## src/rtl/arrow_fire_ctrl.sv

```systemverilog
// Arrow fire controller: synchronized, debounced fire button feeding a READY/WAIT_ACK/FLIGHT/COOLDOWN FSM
// with ammo tracking and timed reload. Press to fire_req takes DEBOUNCE_CYCLES+3 edges.
module arrow_fire_ctrl #(
   parameter int unsigned DEBOUNCE_CYCLES = 4,
   parameter int unsigned COOLDOWN_CYCLES = 8,
   parameter int unsigned AMMO_MAX        = 3,
   parameter int unsigned RELOAD_CYCLES   = 16,
   parameter int unsigned ACK_TIMEOUT     = 4
) (
   input  logic       sim_clk,
   input  logic       reset_n,
   input  logic       fire_button,
   input  logic       arrow_active,
   output logic       fire_req,
   output logic [2:0] ammo_count,
   output logic       dry_fire,
   output logic       ack_fault,
   output logic [1:0] ctrl_state
);

   typedef enum logic [1:0] {
      S_READY    = 2'd0,
      S_WAIT_ACK = 2'd1,
      S_FLIGHT   = 2'd2,
      S_COOLDOWN = 2'd3
   } state_t;

   localparam logic [7:0] DB_LAST   = 8'(DEBOUNCE_CYCLES - 1);
   localparam logic [7:0] CD_LAST   = 8'(COOLDOWN_CYCLES - 1);
   localparam logic [7:0] RL_LAST   = 8'(RELOAD_CYCLES - 1);
   localparam logic [3:0] TMO_LAST  = 4'(ACK_TIMEOUT - 1);
   localparam logic [2:0] AMMO_FULL = 3'(AMMO_MAX);

   logic       sync1_q, sync2_q;
   logic [1:0] vld_q, vld_d;
   logic       arm_q, arm_d;
   logic       db_q, db_d;
   logic [7:0] db_cnt_q, db_cnt_d;
   logic       db_prev_q;
   logic       press_q, press_d;

   state_t     state_q, state_d;
   logic [3:0] tmo_q, tmo_d;
   logic [7:0] cd_q, cd_d;
   logic       fire_q, fire_d;
   logic       dry_q, dry_d;
   logic       fault_q, fault_d;
   logic       ammo_dec, refund;

   logic [7:0] reload_cnt_q, reload_cnt_d;
   logic       reload_inc;
   logic [2:0] ammo_q, ammo_d;
   logic [3:0] ammo_sum;

   // vld_q marks when sync2_q holds a real sample rather than its reset value;
   // arm_q stays low until the button is genuinely seen released after reset.
   always_comb begin
      vld_d    = {vld_q[0], 1'b1};
      arm_d    = arm_q | (vld_q[1] & ~sync2_q);
      db_d     = db_q;
      db_cnt_d = '0;
      if (sync2_q != db_q) begin
         if (db_cnt_q == DB_LAST) begin
            db_d = sync2_q;
         end else begin
            db_cnt_d = db_cnt_q + 8'd1;
         end
      end
      press_d = db_q & ~db_prev_q & arm_q;
   end

   always_comb begin
      state_d  = state_q;
      tmo_d    = tmo_q;
      cd_d     = cd_q;
      fire_d   = 1'b0;
      dry_d    = 1'b0;
      fault_d  = 1'b0;
      ammo_dec = 1'b0;
      refund   = 1'b0;
      case (state_q)
         S_READY: begin
            tmo_d = '0;
            if (press_q) begin
               if (ammo_q == 3'd0) begin
                  dry_d = 1'b1;
               end else if (!arrow_active) begin
                  fire_d   = 1'b1;
                  ammo_dec = 1'b1;
                  state_d  = S_WAIT_ACK;
               end
            end
         end
         S_WAIT_ACK: begin
            fire_d = 1'b1;
            if (arrow_active) begin
               fire_d  = 1'b0;
               state_d = S_FLIGHT;
            end else if (tmo_q == TMO_LAST) begin
               fire_d  = 1'b0;
               refund  = 1'b1;
               fault_d = 1'b1;
               state_d = S_READY;
            end else begin
               tmo_d = tmo_q + 4'd1;
            end
         end
         S_FLIGHT: begin
            if (!arrow_active) begin
               cd_d    = CD_LAST;
               state_d = S_COOLDOWN;
            end
         end
         S_COOLDOWN: begin
            if (cd_q == 8'd0) begin
               state_d = S_READY;
            end else begin
               cd_d = cd_q - 8'd1;
            end
         end
         default: state_d = S_READY;
      endcase
   end

   // Reload, fire and refund all fold into one saturating sum so any
   // coincidence of them resolves in a single update.
   always_comb begin
      reload_cnt_d = '0;
      reload_inc   = 1'b0;
      if (ammo_q != AMMO_FULL) begin
         if (reload_cnt_q == RL_LAST) begin
            reload_inc = 1'b1;
         end else begin
            reload_cnt_d = reload_cnt_q + 8'd1;
         end
      end
      ammo_sum = {1'b0, ammo_q} + {3'b000, reload_inc} + {3'b000, refund}
               - {3'b000, ammo_dec};
      if (ammo_sum > {1'b0, AMMO_FULL}) begin
         ammo_d = AMMO_FULL;
      end else begin
         ammo_d = ammo_sum[2:0];
      end
   end

   always_ff @(posedge sim_clk or negedge reset_n) begin
      if (!reset_n) begin
         sync1_q      <= 1'b0;
         sync2_q      <= 1'b0;
         vld_q        <= '0;
         arm_q        <= 1'b0;
         db_q         <= 1'b0;
         db_cnt_q     <= '0;
         db_prev_q    <= 1'b0;
         press_q      <= 1'b0;
         state_q      <= S_READY;
         tmo_q        <= '0;
         cd_q         <= '0;
         fire_q       <= 1'b0;
         dry_q        <= 1'b0;
         fault_q      <= 1'b0;
         reload_cnt_q <= '0;
         ammo_q       <= AMMO_FULL;
      end else begin
         sync1_q      <= fire_button;
         sync2_q      <= sync1_q;
         vld_q        <= vld_d;
         arm_q        <= arm_d;
         db_q         <= db_d;
         db_cnt_q     <= db_cnt_d;
         db_prev_q    <= db_q;
         press_q      <= press_d;
         state_q      <= state_d;
         tmo_q        <= tmo_d;
         cd_q         <= cd_d;
         fire_q       <= fire_d;
         dry_q        <= dry_d;
         fault_q      <= fault_d;
         reload_cnt_q <= reload_cnt_d;
         ammo_q       <= ammo_d;
      end
   end

   assign fire_req   = fire_q;
   assign dry_fire   = dry_q;
   assign ack_fault  = fault_q;
   assign ammo_count = ammo_q;
   assign ctrl_state = state_q;

endmodule

```

## config.mk

```make
export PLATFORM = sky130hd
export DESIGN_NAME = arrow_fire_ctrl
export DESIGN_NICKNAME = d
export VERILOG_FILES = /design/src/rtl/arrow_fire_ctrl.sv
export SDC_FILE = /design/constraint.sdc
export NUM_CORES = 1
export LEC_CHECK = 0
export BUFFER_PORTS_ARGS = -buffer_cell sky130_fd_sc_hd__buf_2
export CORE_AREA = 3 3 78 80
export DETAILED_ROUTE_END_ITERATION = 8
export DIE_AREA = 0 0 81 83
export SYNTH_ARGS = -nofsm -noshare
export SYNTH_HDL_FRONTEND = slang
export SYNTH_SLANG_ARGS = --single-unit
```

## constraint.sdc

```tcl
create_clock -name sim_clk -period 2.6 [get_ports sim_clk]
set_input_delay 0.13 -clock sim_clk [delete_from_list [all_inputs] [get_ports sim_clk]]
set_output_delay 0.13 -clock sim_clk [all_outputs]
set_load 0.01 [all_outputs]
```

; Yosys cells after proc, flatten, opt, wreduce, memory -nomap -nowiden
; Index checks and enable logic that the tools add are counted.
[totals]
ff_bits = 44
inputBits = 4
out_inout_bits = 8
word_cells = 90
[op_classes]
add_sub_neg = 7
order_cmp = 1
n_eq_ne = 17
mux = 34
n_bitwise = 6
n_reduce_logical = 9
[ops]
columns = op, count
row1 = $mux W8, 6
row2 = $add A8 B1 Y8 const B, 2
row3 = $ne A2 B2 Y1 const B, 8
row4 = $pmux W8 S2, 1
row5 = $mux W1, 14
row6 = $mux W2, 7
row7 = $eq A8 B2 Y1 const B, 1
row8 = $eq A8 B4 Y1 const B, 1
row9 = $logic_not A8 Y1, 1
row10 = $mux W4, 2
row11 = $pmux W2 S4, 1
row12 = $pmux W4 S2, 1
row13 = $sub A8 B1 Y8 const B, 1
row14 = $reduce_and A3 Y1, 2
row15 = $reduce_and A6 Y1, 1
row16 = $add A3 B1 Y4, 1
row17 = $add A4 B1 Y4, 1
row18 = $add A4 B1 Y4 const B, 1
row19 = $eq A2 B2 Y1 const B, 2
row20 = $eq A4 B2 Y1 const B, 1
row21 = $gt A4 B2 Y1 const B, 1
row22 = $reduce_bool A2 Y1, 2
row23 = $sub A4 B1 Y4, 1
row24 = $and A1 B1 Y1, 3
row25 = 11 further kinds, 12

; Logic depth before layout (Yosys ltp)
[depth]
depth_word = 8
mapped_depth = 12
mapped_depth_nobuf = 11

; Worst setup path after synthesis
; Ideal clock, no wire load.
[synth_path]
path_kind = flip-flop to flip-flop
start = register tmo_q[0]
end = register ammo_q[0], in the netlist ammo_count[0]
setup_ps = 82
arrival_ps = 2298
required_ps = 2518
setup_slack_ps = 220
stages_incl_launch_ff = 12
n_path_buf = 0
period_less_slack_ps = 2380
cell_sequence = dfrtp_1 > ha_1 > nor3b_1 > nand2_1 > ha_1 > inv_1 > fa_1 > inv_1 > fa_1 > nand2b_1 > o22ai_1 > nand2b_1
[synth_between]
elab_chain_len = 8
[synth_rtl]
columns = element, line
row1 = "start, declared", 43  ; logic [3:0] tmo_q, tmo_d;
row2 = "start signal, assigned", 174  ; tmo_q <= tmo_d;
row3 = $eq A4 B2 Y1 (*), 99  ; end else if (tmo_q == TMO_LAST) begin
row4 = $mux W1 (*), 99
row5 = $mux W1 (*), 96  ; if (arrow_active) begin
row6 = $mux W1 (*), 81  ; case (state_q)
row7 = $add A4 B1 Y4 (*), 137  ; ammo_sum = {1'b0, ammo_q} + {3'b000, reload_inc} + {3'b000, refund}
row8 = $sub A4 B1 Y4 (*), 138  ; - {3'b000, ammo_dec};
row9 = $gt A4 B2 Y1, 139  ; if (ammo_sum > {1'b0, AMMO_FULL}) begin
row10 = $mux W3 (*), 139
row11 = via ammo_d[0], 52  ; logic [2:0] ammo_q, ammo_d;
row12 = "end signal, assigned", 180  ; ammo_q <= ammo_d;
row13 = "end, declared", 52
; The timed path passes the listed nets; every way through them passes the cells marked *.
; A chain may end at the register's enable or synchronous reset.

; Worst setup path after layout
[layout_path]
start = register tmo_q[1]
end = register ammo_q[0], in the netlist ammo_count[0]
; Same word-level chain as after synthesis.

==> flow_metrics.tcl <==
set metrics [dict create \
    outcome "finished, violations left" \
    violations "negative hold slack" \
    syn_area_um2 2140 \
    antenna_found_initial 0 \
    synth_cells 210 \
    fp.dieH_um 83 \
    first_pass_iters 4 \
    fin_cells 300 \
    drv_cap 0 \
    finalWeightedCongestion 0.728 \
    fmax_ghz 0.421 \
    synth_seq_area_share 0.515 \
    initial_core_util 0.392 \
    wl_per_cell_um 11.8 \
    die_w_um 81 \
    placed_cells 291 \
    dp_hpwl_um 2460 \
    insertedDiodeCount 0 \
    final_layout_size_suffix_gt1_frac 0.118 \
    power_density_nw_per_um2 850 \
    ant_nets 0 \
    tns_ps 0 \
    rows 27 \
    cp.required_ps 2840 \
    finalSetupViolCount 0 \
    htreeDepth 2 \
    yosysUniqueCellTypes 43 \
    cts_tree "yes" \
    worstSkewPairLatency_ps 310 \
    period_share 0.914 \
    clock-skew-final_ps 9.46 \
    drc 0 \
    ys_warn_count 0 \
    fillCellCount 537 \
    p_leak_uw 0.00111 \
    crit_path_start "tmo_q[1]" \
    slew_headroom 0.360 \
    crit_path_max_fanout 4 \
    worstMarginPinSlew_ps 960 \
    grt_pass1_vias 1372 \
    core_um2 5470 \
    path_clk_slew_ps 90 \
    async_reset_ff_frac 1.00 \
    worstSetupStartpointType "flip-flop" \
    final_common_cell "dfrtp_1" \
    fin_nets 241 \
    track_usage 0.116 \
    clk_path_buf_depth 2 \
    whs_ps -35.7 \
    synth_seq_cells 44 \
    cts_root_buf "clkbuf_8" \
    drtIter0Drc 45 \
    crit_arrival_ps 2610 \
    slew_violations 0 \
    min_period_ps 2380 \
    critPathCaptureType "flip-flop" \
    io_pins 12 \
    grt_max_degree 45 \
    crit_type "flip-flop to flip-flop" \
    hold_class "input pin to async pin" \
    portBuffers 11 \
    timing.rr.start "tmo_q[1]" \
    synth_nets 224 \
    syn_to_final_growth_pct 11.5 \
    vias 1471 \
    finalWirelength_um 3550 \
    final_cell_mix "dfrtp_1, nor2_1, nand2_1, inv_1, buf_2" \
    synth.avg_cell_area_um2 10.2 \
    grt_pass1_wl_um 6140 \
    ir_drop_v 0.000366 \
    rsz0062_at_grt "no" \
    cts.sinks 44 \
    die_area_um2 6720 \
    grt-ovfl-total 0 \
    synthFlopType "dfrtp_1" \
    synth_edf_count 0 \
    viasPerCell 4.90 \
    cts_made_buffers 5 \
    hold_viol 42 \
]
area by class of cell:
| class | count | area (um2) | area share |
|---|---|---|---|
| repair buffers | 15 | 87.6 | 0.0366 |
| inverters | 11 | 41.3 | 0.0173 |
| multi-input cells | 150 | 987 | 0.413 |
| flip-flops and latches | 44 | 1100 | 0.462 |
| clock inverters | 1 | 5.00 | 0.00209 |
| well taps | 72 | 90.1 | 0.0377 |
| clock buffers | 7 | 76.3 | 0.0319 |
Yosys cell counts, types with 3 or more instances:
library cell	instances	area share
a21oi_1	7	0.016
nor2b_1	3	0.0088
ha_1	8	0.047
and2_1	4	0.012
clkbuf_1	4	0.0070
mux2_1	3	0.016
xor2_1	9	0.037
dfrtp_1	42	0.49
and3_1	5	0.015
nand2_1	17	0.030
o21ai_0	10	0.023
xnor2_1	6	0.025
inv_1	11	0.019
nor4_1	3	0.0088
nand2b_1	6	0.018
nor2_1	24	0.042
nor3_1	5	0.012
nand3_1	9	0.021
cells by family (layout without fill, tap and decap cells):
kind of cell | count (synthesis) | count (layout) | share of synthesized area
AOI/OAI and AO/OA | 28 | 28 | 0.0817
and+or+nand+nor | 90 | 90 | 0.220
DFF | 44 | 44 | 0.515
muxes | 5 | 5 | 0.0251
adders and majority gates | 10 | 10 | 0.0653
buffers and inverters | 16 | 34 | 0.0286
other | 2 | 2 | 0.00350
xor gates and xnor gates | 15 | 15 | 0.0613
flip-flops by register name, indices dropped and copies added, names as in the netlist, named ones only:
name,flops
arm_q,1
fire_req,1
dry_fire,1
ctrl_state,1
press_q,1
cd_q,8
reload_cnt_q,8
tmo_q,4
vld_q,2
sync1_q,1
ammo_count,3
sync2_q,1
ack_fault,1
db_cnt_q,8
db_q,1
db_prev_q,1
per-stage QoR:
stage / util / cell area [um2] / total power, uW / setup slack (ps) / hold WS [ps]
6_report: 0.437 / 2390 / 2030 / 224 / -35.7
3_3_place_gp: 0.419 / 2290 / 1620 / 204 / 242
2_1_floorplan: - / 2140 / 1450 / 220 / -166
3_5_place_dp: 0.419 / 2290 / 1630 / 119 / 242
5_1_grt: 0.437 / 2390 / 2200 / 2.58 / 45.5
4_1_cts: 0.436 / 2380 / 2050 / 125 / 13.6
per-layer routing:
metal / part of all wire / wire (um) / track usage / up-vias
li1: - / - / - / 745
met1: 0.50 / 1790 / 0.157 / 702
met2: 0.43 / 1550 / 0.172 / 18
met3: 0.042 / 150 / 0.0358 / 6
met4: 0.018 / 65 / 0.0461 / 0
met5: 0 / 0 / 0 / -
worst max-delay path, cell delays in order, from the launching register on:
cell and delay, ps:
dfrtp_1 390, ha_2 220, nor3b_2 200, nand2_1 100
ha_1 290, inv_1 70, fa_1 180, inv_1 60
fa_1 410, nand2b_1 150, o22ai_1 150, nand2b_1 80
path summary, 6_finish.rpt:
path | end | slack (ps) | cells past startpoint
max | ammo_count[0] | 220 | 11
min | cd_q[0] | -40 | 1
max in group asynchronous | reload_cnt_q[7] | 2030 | 1
min in group sim_clk | flip-flop | 140 | 3
min reg2reg | vld_q[1] | 360 | 0
max reg2reg | ammo_count[0] | 220 | 11
power breakdown:
part | switching, uW | leakage (uW) | internal, uW
clock | 232 | 0.0000422 | 189
sequential | 140 | 0.000559 | 822
combinational | 355 | 0.000514 | 294
repair_timing:
action | 4_1_cts | 5_1_grt
hold buffers | 1 | 0
setup endpoints to repair | 0 | 2
resized for setup | 0 | 2
setup buffers | 0 | 0
endpoints found under the hold margin | 1 | 0
No activity file was read; power rests on OpenSTA's default activity.
